### src/rtl/led_share_arb.sv
// led_share_arb -- shares the single board LED among NREQ requesters.
//
// Each requester raises REQ with a pulse count on its CODE slice. A
// round-robin arbiter grants one requester at a time; the block then plays
// the blink code on ULED and pulses DONE for that requester at the end:
//   n pulses (ON_CYC high, OFF_CYC low between pulses), then GAP_CYC low.
// A code of 0 plays only the gap.
//
// Ports:
//   CLK   - system clock, rising edge
//   RST_X - synchronous active-low reset
//   REQ   - [NREQ] level requests, sampled only while idle
//   CODE  - [NREQ*CW] pulse counts, requester i at [i*CW +: CW]
//   GNT   - [NREQ] one-hot grant, registered
//   DONE  - [NREQ] one-cycle completion pulse, registered
//   BUSY  - sequence in progress
//   ULED  - LED drive, registered
//
// Optional build macro LED_SHARE_ARB_HEARTBEAT_EN: when defined, a 32-bit
// free-running counter drives ULED from bit HB_BIT while the block is idle.
module led_share_arb #(
   parameter int NREQ    = 4,
   parameter int CW      = 4,
   parameter int TW      = 16,
   parameter int ON_CYC  = 8,
   parameter int OFF_CYC = 8,
   parameter int GAP_CYC = 32,
   parameter int HB_BIT  = 23
) (
   input  logic                 CLK,
   input  logic                 RST_X,
   input  logic [NREQ-1:0]      REQ,
   input  logic [NREQ*CW-1:0]   CODE,
   output logic [NREQ-1:0]      GNT,
   output logic [NREQ-1:0]      DONE,
   output logic                 BUSY,
   output logic                 ULED
);

   localparam int PW = $clog2(NREQ);

   // Elaboration-time range checks.
   if (NREQ < 2 || NREQ > 8) begin : g_bad_nreq
      $error("led_share_arb: NREQ must be 2..8");
   end
   if (ON_CYC < 1 || ON_CYC > (2**TW) - 1) begin : g_bad_on
      $error("led_share_arb: ON_CYC out of range");
   end
   if (OFF_CYC < 1 || OFF_CYC > (2**TW) - 1) begin : g_bad_off
      $error("led_share_arb: OFF_CYC out of range");
   end
   if (GAP_CYC < 1 || GAP_CYC > (2**TW) - 1) begin : g_bad_gap
      $error("led_share_arb: GAP_CYC out of range");
   end
   if (HB_BIT < 0 || HB_BIT > 31) begin : g_bad_hb
      $error("led_share_arb: HB_BIT must be 0..31");
   end

   typedef enum logic [1:0] {IDLE, ON, OFF, GAP} state_t;

   state_t         state;
   logic [TW-1:0]  timer;
   logic [CW-1:0]  pulses;
   logic [PW-1:0]  ptr;
   logic           idle_led;

   logic           found;
   logic [PW-1:0]  win;
   logic [PW:0]    idx;
   logic [CW-1:0]  code_win;
   logic [CW-1:0]  pulses_dec;

`ifdef LED_SHARE_ARB_HEARTBEAT_EN
   logic [31:0] hb_cnt;

   always_ff @(posedge CLK) begin
      if (!RST_X) hb_cnt <= '0;
      else        hb_cnt <= hb_cnt + 32'd1;
   end

   assign idle_led = hb_cnt[HB_BIT];
`else
   assign idle_led = 1'b0;
`endif

   // Round-robin search: first set REQ bit strictly after ptr, with wrap.
   // idx is one bit wider than ptr so ptr+k cannot overflow before the wrap.
   always_comb begin
      found = 1'b0;
      win   = ptr;
      idx   = '0;
      for (int k = 1; k <= NREQ; k++) begin
         idx = {1'b0, ptr} + (PW+1)'(k);
         if (idx >= (PW+1)'(NREQ)) idx = idx - (PW+1)'(NREQ);
         if (!found && REQ[idx[PW-1:0]]) begin
            found = 1'b1;
            win   = idx[PW-1:0];
         end
      end
   end

   assign code_win   = CODE[win*CW +: CW];
   assign pulses_dec = pulses - CW'(1);

   always_ff @(posedge CLK) begin
      if (!RST_X) begin
         state  <= IDLE;
         GNT    <= '0;
         DONE   <= '0;
         BUSY   <= 1'b0;
         ULED   <= 1'b0;
         timer  <= '0;
         pulses <= '0;
         ptr    <= PW'(NREQ-1);
      end else begin
         DONE <= '0;
         case (state)
            IDLE: begin
               if (found) begin
                  GNT    <= {{(NREQ-1){1'b0}}, 1'b1} << win;
                  BUSY   <= 1'b1;
                  ptr    <= win;
                  pulses <= code_win;
                  if (code_win != '0) begin
                     state <= ON;
                     ULED  <= 1'b1;
                     timer <= TW'(ON_CYC-1);
                  end else begin
                     state <= GAP;
                     ULED  <= 1'b0;
                     timer <= TW'(GAP_CYC-1);
                  end
               end else begin
                  ULED <= idle_led;
               end
            end
            ON: begin
               if (timer == '0) begin
                  pulses <= pulses_dec;
                  ULED   <= 1'b0;
                  // Last pulse goes straight to the inter-code gap.
                  if (pulses_dec != '0) begin
                     state <= OFF;
                     timer <= TW'(OFF_CYC-1);
                  end else begin
                     state <= GAP;
                     timer <= TW'(GAP_CYC-1);
                  end
               end else begin
                  timer <= timer - TW'(1);
               end
            end
            OFF: begin
               if (timer == '0) begin
                  state <= ON;
                  ULED  <= 1'b1;
                  timer <= TW'(ON_CYC-1);
               end else begin
                  timer <= timer - TW'(1);
               end
            end
            GAP: begin
               if (timer == '0) begin
                  state <= IDLE;
                  GNT   <= '0;
                  BUSY  <= 1'b0;
                  DONE  <= GNT;   // GNT still holds the winner's one-hot
                  ULED  <= idle_led;
               end else begin
                  timer <= timer - TW'(1);
               end
            end
            default: state <= IDLE;
         endcase
      end
   end

endmodule

### config.mk
export PLATFORM = sky130hd
export DESIGN_NAME = led_share_arb
export DESIGN_NICKNAME = d
export VERILOG_FILES = /design/src/rtl/led_share_arb.sv
export SDC_FILE = /design/constraint.sdc
export NUM_CORES = 1
export LEC_CHECK = 0
export BUFFER_PORTS_ARGS = -buffer_cell sky130_fd_sc_hd__buf_2
export CELL_PAD_IN_SITES_DETAIL_PLACEMENT = 0
export CELL_PAD_IN_SITES_GLOBAL_PLACEMENT = 1
export CORE_MARGIN = 2
export CORE_UTILIZATION = 40
export CTS_BUF_LIST = sky130_fd_sc_hd__clkbuf_8 sky130_fd_sc_hd__clkbuf_16
export CTS_CLUSTER_DIAMETER = 50
export DETAILED_ROUTE_END_ITERATION = 6
export PLACE_DENSITY_LB_ADDON = 0.05
export SLEW_MARGIN = 5
export SYNTH_ARGS = -nofsm -noshare
export SYNTH_HDL_FRONTEND = slang
export SYNTH_SLANG_ARGS = --single-unit
### constraint.sdc
create_clock -name CLK -period 5.8 [get_ports CLK]
set_clock_uncertainty 0.1 [all_clocks]
set_input_delay 0.58 -clock CLK [delete_from_list [all_inputs] [get_ports CLK]]
set_output_delay 0.58 -clock CLK [all_outputs]
set_load 0.02 [all_outputs]
==> summary.txt, run 1 <==
Outcome
  • Outcome: finished, final reports clean

Detailed routing
  • DRT Pass-1 Iters: 5
  • Routed WL per cell: 13.4 um
  • Vias: approximately 1900
  • Drt drc: 0
  • Initial DRC Count: 65
  • Via density: between 5 and 6
  • Final wirelength: about 4700 um
  • Remaining antenna violation count: 0

Critical path
  • Critical path required time: 5.86 ns
  • CP Max Fanout: 11
  • Crit Path Class: flop to flop
  • Worst reg2reg path depth: 7
  • Setup crit end kind: flop
  • R2R Setup Slk: between 3 and 4 ns
  • Crit path launch: timer[0]
  • Critical path endpoint: timer[12]
  • R2R Path End: timer[12]
  • Critical Path AT: 2.55 ns
  • Startpoint types: flop
  • Reg2reg start: timer[0]

STA
  • Tmin final: 2.49 ns
  • TNS Setup: 0 ns
  • Headroom to the max-slew limit: slightly above 50%
  • Least-Margin Pin Slew: 0.739 ns
  • Final hold violations: 0
  • Fin crit share: 42.9%
  • Final max-slew violation count: 0
  • Unrepaired setup endpoints after global routing: false
  • Setup violations, final: 0
  • Fmax: between 400 and 500 MHz

Final layout
  • Commonest non-fill, non-tap cell in the layout: nor2_1
  • Final #Nets: a little over 300
  • Share of layout cells above drive strength 1: 17.7%
  • Multi-input logic area: between 0.001 and 0.0015 sq mm
  • Diodes inserted: 0
  • Syn-to-layout area delta: 10.0%
  • Seq. cell area: between 600 and 700 sq um
  • Filler Cell Count: 530
  • Core Util, Final: between 40% and 50%
  • Most frequent cells in the layout: 35 x nor2_1, 34 x dfxtp_1, 31 x buf_2

Die
  • Die ar.: 0.00582 sq mm
  • Top-level I/O count: 32
  • Placeable Area: ~0.0051 sq mm
  • Die Y: about 76 um
  • # rows: 26
  • Die W: approximately 76 um
  • Starting density of the core: 41.2%

Power
  • Sequential share of power: between 30% and 40%
  • Power per standard cell area: about 470 mW/mm^2
  • Power share of the clock group: between 15 and 20%
  • Sw Pwr: 0.491 mW
  • Worst VDD drop: about 0.18 mV
  • Int Power: approximately 0.59 mW
  • Sw Share: ~45%
  • Lkg Pwr: 0.964 nW
  • Combinational fraction of design power: 50.3%

Logic synthesis
  • Yosys warns: 0
  • Primary FF master, synth: dfxtp_1
  • Netlist Area Pre-Place: around 0.0021 sq mm
  • Seq/Total Area, Yosys: around a third
  • Avg Inst Size Synth: 8.17 sq um
  • Syn Inst Count: about 260
  • Post-synth EDFFs: 0
  • FF+latch count, synth: 34
  • Syn nets: about 280
  • Synth cell types: 56
  • Ys async rst share: 0%

GRT
  • Initial antenna violation count: 0
  • Largest net degree at the start of global routing: 18
  • Busiest layer in global routing: met2
  • Grt total ovfl: 0
  • First-pass GRT wire length: 8110 um
  • Total track usage: between 15 and 20%
  • M3 GR Usage: 3.44%
  • Vias in the first global route: 1732
  • Met1 usage: about 23%
  • Met2 GRT Util: a little over a quarter

Clocking
  • Clock latency on the worst-skew pair: between 0.2 and 0.3 ns
  • Clock buffer count from CTS: 5
  • Gates resized, CTS repair: 0
  • Clock transition at path regs: ~0.070 ns
  • Clock Sinks: 34
  • H-Tree Depth: 2
  • TritonCTS clock tree: yes
  • Post-CTS Hold Fix Bufs: 0
  • CTS max path bufs: 2
  • Clock root buffer: clkbuf_8
  • Number of buffers added for setup after CTS: 0

Placed design
  • GPL Wtd Cong: approximately 0.74
  • IO Port Bufs: 31
  • DP Wirelength: between 3000 and 4000 um

Run
  • MaxCap Viol Count: 0

Hold path
  • HP Class: flop to flop
==> through the flow <==
| step | area [sq um] | std cells | hold slack, ns | power, mW | setup WS (ns) |
|---|---|---|---|---|---|
| global route | 2300 | 352 | 0.405 | 1.19 | 2.92 |
| detailed placement | 2220 | 344 | 0.352 | 0.921 | 3.25 |
| CTS | 2300 | 352 | 0.362 | 1.10 | 3.28 |
| finish | 2300 | 352 | 0.362 | 1.08 | 3.31 |
| floorplan | 2090 | 256 | 0.357 | 0.831 | 3.64 |
| global placement | 2220 | 344 | 0.345 | 0.925 | 3.23 |
==> cell type report <==
cell class | count | area share [%]
multi-input combinational | 194 | 53.7
sequential | 34 | 29.6
timing repair buffer | 31 | 6.74
tap | 70 | 3.80
clock buffer | 5 | 2.99
inverter | 15 | 2.45
clock inverter | 3 | 0.761
==> Yosys cell counts (all sizes together), types with 2 or more instances <==
cell,n,share of area (%)
a21oi,19,4.7
a211oi,13,4.7
inv,15,2.7
nand2b,3,0.90
a31oi,2,0.60
o22ai,2,0.60
and3,5,1.5
nand4,2,0.60
nand3,8,1.9
nand2,19,3.5
or4,2,0.72
mux2i,4,1.9
a32oi,11,5.0
buf,6,2.6
clkbuf,6,1.6
or3,4,1.3
dfxtp,34,33
ha,4,2.4
xor2,6,2.5
a41o,2,0.96
o31a,2,0.84
nor2,35,6.3
nor3,7,2.5
nor4,5,2.8
and2,2,0.72
xnor2,4,1.7
o21ai,16,3.8
nor3b,2,0.72
==> kinds of logic after synthesis <==
family | count (synthesis) | share of synthesized area (%)
xor+xnor | 10 | 4.19
mux | 4 | 1.91
compound gates | 75 | 24.4
simple gates | 101 | 26.2
fa+ha+maj | 4 | 2.39
flops | 34 | 32.5
buf+inv | 28 | 8.37
==> sequential cells by signal (all words and copies together) (netlist names) <==
| signal | flops |
|---|---|
| ptr | 2 |
| state | 2 |
| BUSY | 1 |
| pulses | 4 |
| timer | 16 |
| GNT | 4 |
| DONE | 4 |
| ULED | 1 |
==> per-layer routing <==
metal | vias to the layer above | routed length, um
met1 | 835 | 2280
met5 | - | 0
li1 | 986 | -
met4 | 0 | 64
met2 | 35 | 2210
met3 | 5 | 167
==> power groups by stage <==
stage / logic (mW) / clock network [mW] / registers [mW]
6_report: 0.545 / 0.171 / 0.367
5_1_grt: 0.625 / 0.188 / 0.380
4_1_cts: 0.550 / 0.179 / 0.367
3_5_place_dp: 0.548 / 0 / 0.373
3_3_place_gp: 0.550 / 0 / 0.375
2_1_floorplan: 0.473 / 0 / 0.358
==> worst min path at each step <==
stage	cells past startpoint	slack, ns	from	endpoint
2_1_floorplan	2	0.36	pulses[3]	pulses[3]
3_3_place_gp	2	0.35	BUSY	BUSY
3_5_place_dp	2	0.35	BUSY	BUSY
4_1_cts	2	0.36	BUSY	BUSY
5_1_grt	2	0.41	BUSY	BUSY
6_report	2	0.36	BUSY	BUSY
==> critical path, stage by stage (launching register included) <==
cell      delay, ns
dfxtp_1        0.35
inv_1          0.09
ha_1           0.15
nor4b_1        0.34
nand4_1        0.40
a211oi_1       0.40
nand3b_1       0.41
nor2_1         0.09
Power figures use the tool's default switching activity.
==> run 2, diff against run 1 <==
--- a/config.mk
+++ b/config.mk
@@ -9,7 +9,7 @@
 export CELL_PAD_IN_SITES_DETAIL_PLACEMENT = 0
 export CELL_PAD_IN_SITES_GLOBAL_PLACEMENT = 1
 export CORE_MARGIN = 2
-export CORE_UTILIZATION = 40
+export CORE_UTILIZATION = 38
 export CTS_BUF_LIST = sky130_fd_sc_hd__clkbuf_8 sky130_fd_sc_hd__clkbuf_16
 export CTS_CLUSTER_DIAMETER = 50
 export DETAILED_ROUTE_END_ITERATION = 6
==> constraint.sdc (replaced) <==
create_clock -name CLK -period 2.2 [get_ports CLK]
set_clock_uncertainty 0.1 [all_clocks]
set_input_delay 0.22 -clock CLK [delete_from_list [all_inputs] [get_ports CLK]]
set_output_delay 0.22 -clock CLK [all_outputs]
set_load 0.02 [all_outputs]
==> summary.txt, run 2 (synthesized netlist as in run 1, its figures left out) <==
Die
  • Die Y: 78.2 um (+2.5%)
  • Starting density of the core: 38.7% (-2.5 points)
  • Top-level I/O count: 32 (unchanged)
  • Placeable Area: 0.00541 sq mm (+6.5%)
  • Die W: 78.2 um (+2.5%)
  • Die ar.: 0.00611 sq mm (+5.0%)
  • # rows: 27 (+3.8%)

Detailed routing
  • Vias: 1956 (+5.1%)
  • Remaining antenna violation count: 0 (unchanged)
  • Final wirelength: 5130 um (+8.6%)
  • DRT Pass-1 Iters: 6 (+1)
  • Routed WL per cell: 13.5 um (+0.56%)
  • Via density: 5.15 (-2.6%)
  • Initial DRC Count: 83 (+28%)
  • Drt drc: 0 (unchanged)

STA
  • Tmin final: 2.12 ns (-0.368 ns)
  • Headroom to the max-slew limit: 65.3% (+15 points)
  • Final max-slew violation count: 0 (unchanged)
  • TNS Setup: 0 ns (unchanged)
  • Fin crit share: 96.3% (+53 points)
  • Unrepaired setup endpoints after global routing: true
  • Fmax: 472 MHz (+17%)
  • Least-Margin Pin Slew: 0.517 ns (-0.222 ns)
  • Final hold violations: 0 (unchanged)
  • Setup violations, final: 0 (unchanged)
  • Worst setup margin: 0.0815 ns (-3.23 ns)

Final layout
  • Core Util, Final: 48.5% (+3.2 points)
  • Filler Cell Count: 567 (+7.0%)
  • Final #Nets: 333 (+8.5%)
  • Share of layout cells above drive strength 1: 29.5% (+12 points)
  • Syn-to-layout area delta: 25.4%
  • Commonest non-fill, non-tap cell in the layout: nor2_1
  • Top reg by flops: timer
  • Most frequent cells in the layout: 35 x nor2_1, 33 x dfxtp_1, 31 x buf_2
  • Max FFs per register: 16 (unchanged)
  • Diodes inserted: 0 (unchanged)

GRT
  • Largest net degree at the start of global routing: 16 (-2)
  • Grt total ovfl: 0 (unchanged)
  • Vias in the first global route: 1862 (+7.5%)
  • Total track usage: 17.7% (+0.76 points)
  • Initial antenna violation count: 0 (unchanged)
  • First-pass GRT wire length: 8720 um (+7.6%)

Clocking
  • Clock buffer count from CTS: 5 (unchanged)
  • TritonCTS clock tree: yes
  • Clock transition at path regs: 0.07 ns (about the same)
  • Clock root buffer: clkbuf_8
  • Clock Sinks: 34 (unchanged)
  • CTS max path bufs: 2 (unchanged)
  • Clock latency on the worst-skew pair: 0.28 ns (about the same)
  • H-Tree Depth: 2 (unchanged)

Outcome
  • Outcome: finished, final reports clean

Hold path
  • HP Class: primary input to flop

Placed design
  • GPL Wtd Cong: 0.852 (+16%)
  • DP Wirelength: 3860 um (+7.7%)
  • Post-place setup slack: 0.0162 ns (-3.24 ns)
  • IO Port Bufs: 31 (unchanged)

Critical path
  • Startpoint types: flop
  • Critical path required time: 2.26 ns (-3.60 ns)
  • Crit Path Class: flop to flop
  • Setup crit end kind: flop
  • CP Max Fanout: 10 (-1)
  • Critical Path AT: 2.18 ns (-0.37 ns)

Power
  • Lkg Pwr: 1.10 nW (+14%)
  • Worst VDD drop: 0.544 mV (+200%)
  • Pwr Total: 3.30 mW (+200%)
  • Power per standard cell area: 1260 mW/mm^2 (+170%)

Run
  • MaxCap Viol Count: 0 (unchanged)
run 2: layout make-up:
class / count / area [sq um] / share of cell area, %
Clock buffer: 6 / 82.6 / 3.15
Timing Repair Buffer: 57 / 363 / 13.8
Clock inverter: 2 / 8.76 / 0.334
Tap cell: 72 / 90.1 / 3.44
Multi-Input combinational cell: 194 / 1340 / 51.1
Sequential cell: 34 / 682 / 26.0
Inverter: 15 / 56.3 / 2.15
run 2: repair_timing:
item | 4_1_cts | 5_1_grt
endpoints found under the setup margin | 3 | 15
hold buffers | 0 | 0
resized for setup | 6 | 12
setup buffers | 2 | 0
pin swaps | 2 | 3
run 2: power by group:
part | internal [mW] | switching, mW
logic | 0.857 | 1.02
clock network | 0.248 | 0.229
registers | 0.776 | 0.166
run 2: final timing paths:
path / start / end / slack (ns) / cells past startpoint
worst max-delay path: ptr[1] / ULED / 0.08 / 6
worst min-delay path: RST_X / DONE[3] / 0.14 / 2
worst max register to register: ptr[1] / ULED / 0.08 / 6
worst min register to register: BUSY / BUSY / 0.36 / 2
run 2: worst max-delay path, stage by stage, from the launching register on:
cell and delay, ns:
dfxtp_2 0.37, or3b_1 0.38, o31a_2 0.20, a32oi_2 0.26
mux2i_2 0.13, o41ai_1 0.42, a211oi_1 0.13
run 2: through the flow:
stage / instances / instance area, sq um / hold WS [ns]
after CTS: 380 / 2540 / 0.141
final: 380 / 2620 / 0.135
after global routing: 380 / 2620 / 0.140
after detailed placement: 370 / 2400 / 0.347
after floorplan: 256 / 2090 / 0.357
after global placement: 370 / 2400 / 0.342
run 2: per-layer routing:
layer / GRT usage, % / share of wire [%]
met1: 23.9 / 49
met3: 3.56 / 3.1
met2: 28.2 / 46
met4: 6.32 / 1.2
met5: 0 / 0
==> run 3, diff against run 2 <==
--- a/config.mk
+++ b/config.mk
@@ -13,6 +13,7 @@
 export CTS_BUF_LIST = sky130_fd_sc_hd__clkbuf_8 sky130_fd_sc_hd__clkbuf_16
 export CTS_CLUSTER_DIAMETER = 50
 export DETAILED_ROUTE_END_ITERATION = 6
+export HOLD_SLACK_MARGIN = 0.15
 export PLACE_DENSITY_LB_ADDON = 0.05
 export SLEW_MARGIN = 5
 export SYNTH_ARGS = -nofsm -noshare
==> summary.txt, run 3 (synthesized netlist as in run 1, its figures left out) <==
Final layout
  • Seq. cell area: 682 sq um (unchanged)
  • Syn-to-layout area delta: 25.8%
  • Commonest non-fill, non-tap cell in the layout: nor2_1
  • Filler Cell Count: 568 (+0.18%)
  • Max FFs per register: 16 (unchanged)
  • Diodes inserted: 0 (unchanged)
  • Final #Nets: 334 (+0.30%)
  • Most frequent cells in the layout: 35 x nor2_1, 33 x dfxtp_1, 31 x buf_2
  • Multi-input logic area: 0.00134 sq mm (unchanged)
  • Post-route cell area: 0.00263 sq mm (+0.38%)
  • Top reg by flops: timer
  • Core Util, Final: 48.7% (+0.19 points)
  • Share of layout cells above drive strength 1: 29.4% (-0.096 points)

Detailed routing
  • Drt drc: 0 (unchanged)
  • Highest routing layer actually used: met4
  • DRT Pass-1 Iters: 6 (unchanged)
  • Routed WL per cell: 13.4 um (-0.30%)
  • Initial DRC Count: 72 (-13%)
  • DRT met1 WL: 2530 um (+0.12%)
  • Via density: 5.15 (about the same)
  • Routed wl met3: 153 um (-2.5%)
  • Remaining antenna violation count: 0 (unchanged)
  • Met2 wire len: 2380 um (about the same)
  • Final wirelength: 5120 um (about the same)
  • Vias: 1961 (+0.26%)

Die
  • Die W: 78.2 um (unchanged)
  • Top-level I/O count: 32 (unchanged)
  • # rows: 27 (unchanged)
  • Die Y: 78.2 um (unchanged)
  • Placeable Area: 0.00541 sq mm (unchanged)
  • Starting density of the core: 38.7% (unchanged)
  • Die ar.: 0.00611 sq mm (unchanged)

Run
  • MaxCap Viol Count: 0 (unchanged)

Critical path
  • Setup crit end kind: flop
  • CP max-delay cell: o41ai_1
  • Critical Path, Cell by Cell: or3b_1, o31a_2, a32oi_2, mux2i_2, o41ai_1, a211oi_1
  • Crit Path Class: flop to flop
  • Critical path's largest stage delay: 0.42 ns (about the same)
  • Startpoint types: flop
  • Critical path required time: 2.26 ns (about the same)
  • Critical Path AT: 2.18 ns (about the same)
  • CP Max Fanout: 10 (unchanged)

GRT
  • Vias in the first global route: 1865 (+0.16%)
  • Initial antenna violation count: 0 (unchanged)
  • First-pass GRT wire length: 8730 um (about the same)
  • Grt total ovfl: 0 (unchanged)
  • Total track usage: 17.7% (unchanged)
  • Largest net degree at the start of global routing: 16 (unchanged)

STA
  • Tmin final: 2.12 ns (-0.000331 ns)
  • Final max-slew violation count: 0 (unchanged)
  • Worst setup margin: 0.0818 ns (+0.000331 ns)
  • Fin crit share: 96.3% (about the same)
  • Least-Margin Pin Slew: 0.517 ns (-0.0000282 ns)
  • Final hold violations: 0 (unchanged)
  • TNS Setup: 0 ns (unchanged)
  • Unrepaired setup endpoints after global routing: true
  • Headroom to the max-slew limit: 65.3% (about the same)
  • Fmax: 472 MHz (about the same)
  • Setup violations, final: 0 (unchanged)

Clocking
  • Clock Sinks: 34 (unchanged)
  • CTS max path bufs: 2 (unchanged)
  • Clock buffer count from CTS: 5 (unchanged)
  • Clock latency on the worst-skew pair: 0.28 ns (about the same)
  • Clock root buffer: clkbuf_8
  • Clock transition at path regs: 0.07 ns (about the same)
  • TritonCTS clock tree: yes
  • H-Tree Depth: 2 (unchanged)

Placed design
  • DP Wirelength: 3860 um (unchanged)
  • DP Area: 0.00240 sq mm (unchanged)
  • Post-place setup slack: 0.0162 ns (unchanged)
  • GPL Wtd Cong: 0.852 (unchanged)
  • IO Port Bufs: 31 (unchanged)

Power
  • Sw Pwr: 1.42 mW (about the same)
  • Int Power: 1.88 mW (about the same)
  • Worst VDD drop: 0.545 mV (+0.14%)
  • Pwr Total: 3.30 mW (about the same)
  • Combinational fraction of design power: 57.0% (about the same)
  • Power share of the clock group: 14.4% (about the same)
  • Power per standard cell area: 1250 mW/mm^2 (-0.34%)
  • Sw Share: 42.9% (about the same)
  • Lkg Pwr: 1.11 nW (+0.38%)
  • Sequential share of power: 28.6% (about the same)

Hold path
  • HP Class: flop to flop

Outcome
  • Outcome: finished, final reports clean
==> run 3: power groups by stage <==
stage / sequential [mW] / clock (mW) / combinational (mW)
after floorplan: 0.944 / 0 / 1.25
after global placement: 0.950 / 0 / 1.69
after detailed placement: 0.946 / 0 / 1.69
after CTS: 0.939 / 0.486 / 1.79
after global routing: 0.971 / 0.515 / 2.12
final: 0.942 / 0.476 / 1.88
==> run 3: worst paths after layout <==
check	start	to	slack [ns]	cells after the start
hold / removal	BUSY	BUSY	0.36	2
setup / recovery	ptr[1]	ULED	0.08	6
hold reg to reg	BUSY	BUSY	0.36	2
setup reg to reg	ptr[1]	ULED	0.08	6
==> run 3: metal layers <==
metal	GRT usage (%)	vias up
met4	6.32	0
met3	3.56	5
met2	28.2	34
met1	23.9	882
met5	0	-
li1	-	1040
==> run 3: repair_timing <==
item	4_1_cts	5_1_grt
hold buffers	1	0
setup buffers	2	0
setup endpoints to repair	3	15
pin swaps	2	3
hold endpoints to repair	1	0
resized for setup	6	12
==> run 3: worst max-delay path, delay by kind of cell, from the launching register on <==
| family | cells | cell delay [ns] |
|---|---|---|
| AND/OR/NAND/NOR | 1 | 0.38 |
| flip-flops | 1 | 0.37 |
| multiplexers | 1 | 0.13 |
| AO/OA/AOI/OAI | 4 | 1.01 |
==> run 3: metrics by stage <==
| stage | std cells | hold slack (ns) |
|---|---|---|
| after floorplan | 256 | 0.357 |
| after global placement | 370 | 0.342 |
| after detailed placement | 370 | 0.347 |
| after CTS | 381 | 0.357 |
| after global routing | 381 | 0.411 |
| final | 381 | 0.355 |
==> run 3: layout make-up <==
type,instances,share of cell area [%]
Clock buffer,6,3.14
Clock inverter,2,0.333
Inverter,15,2.14
Multi-Input combinational cell,194,50.9
Sequential cell,34,25.9
Tap cell,72,3.42
Timing Repair Buffer,58,14.2
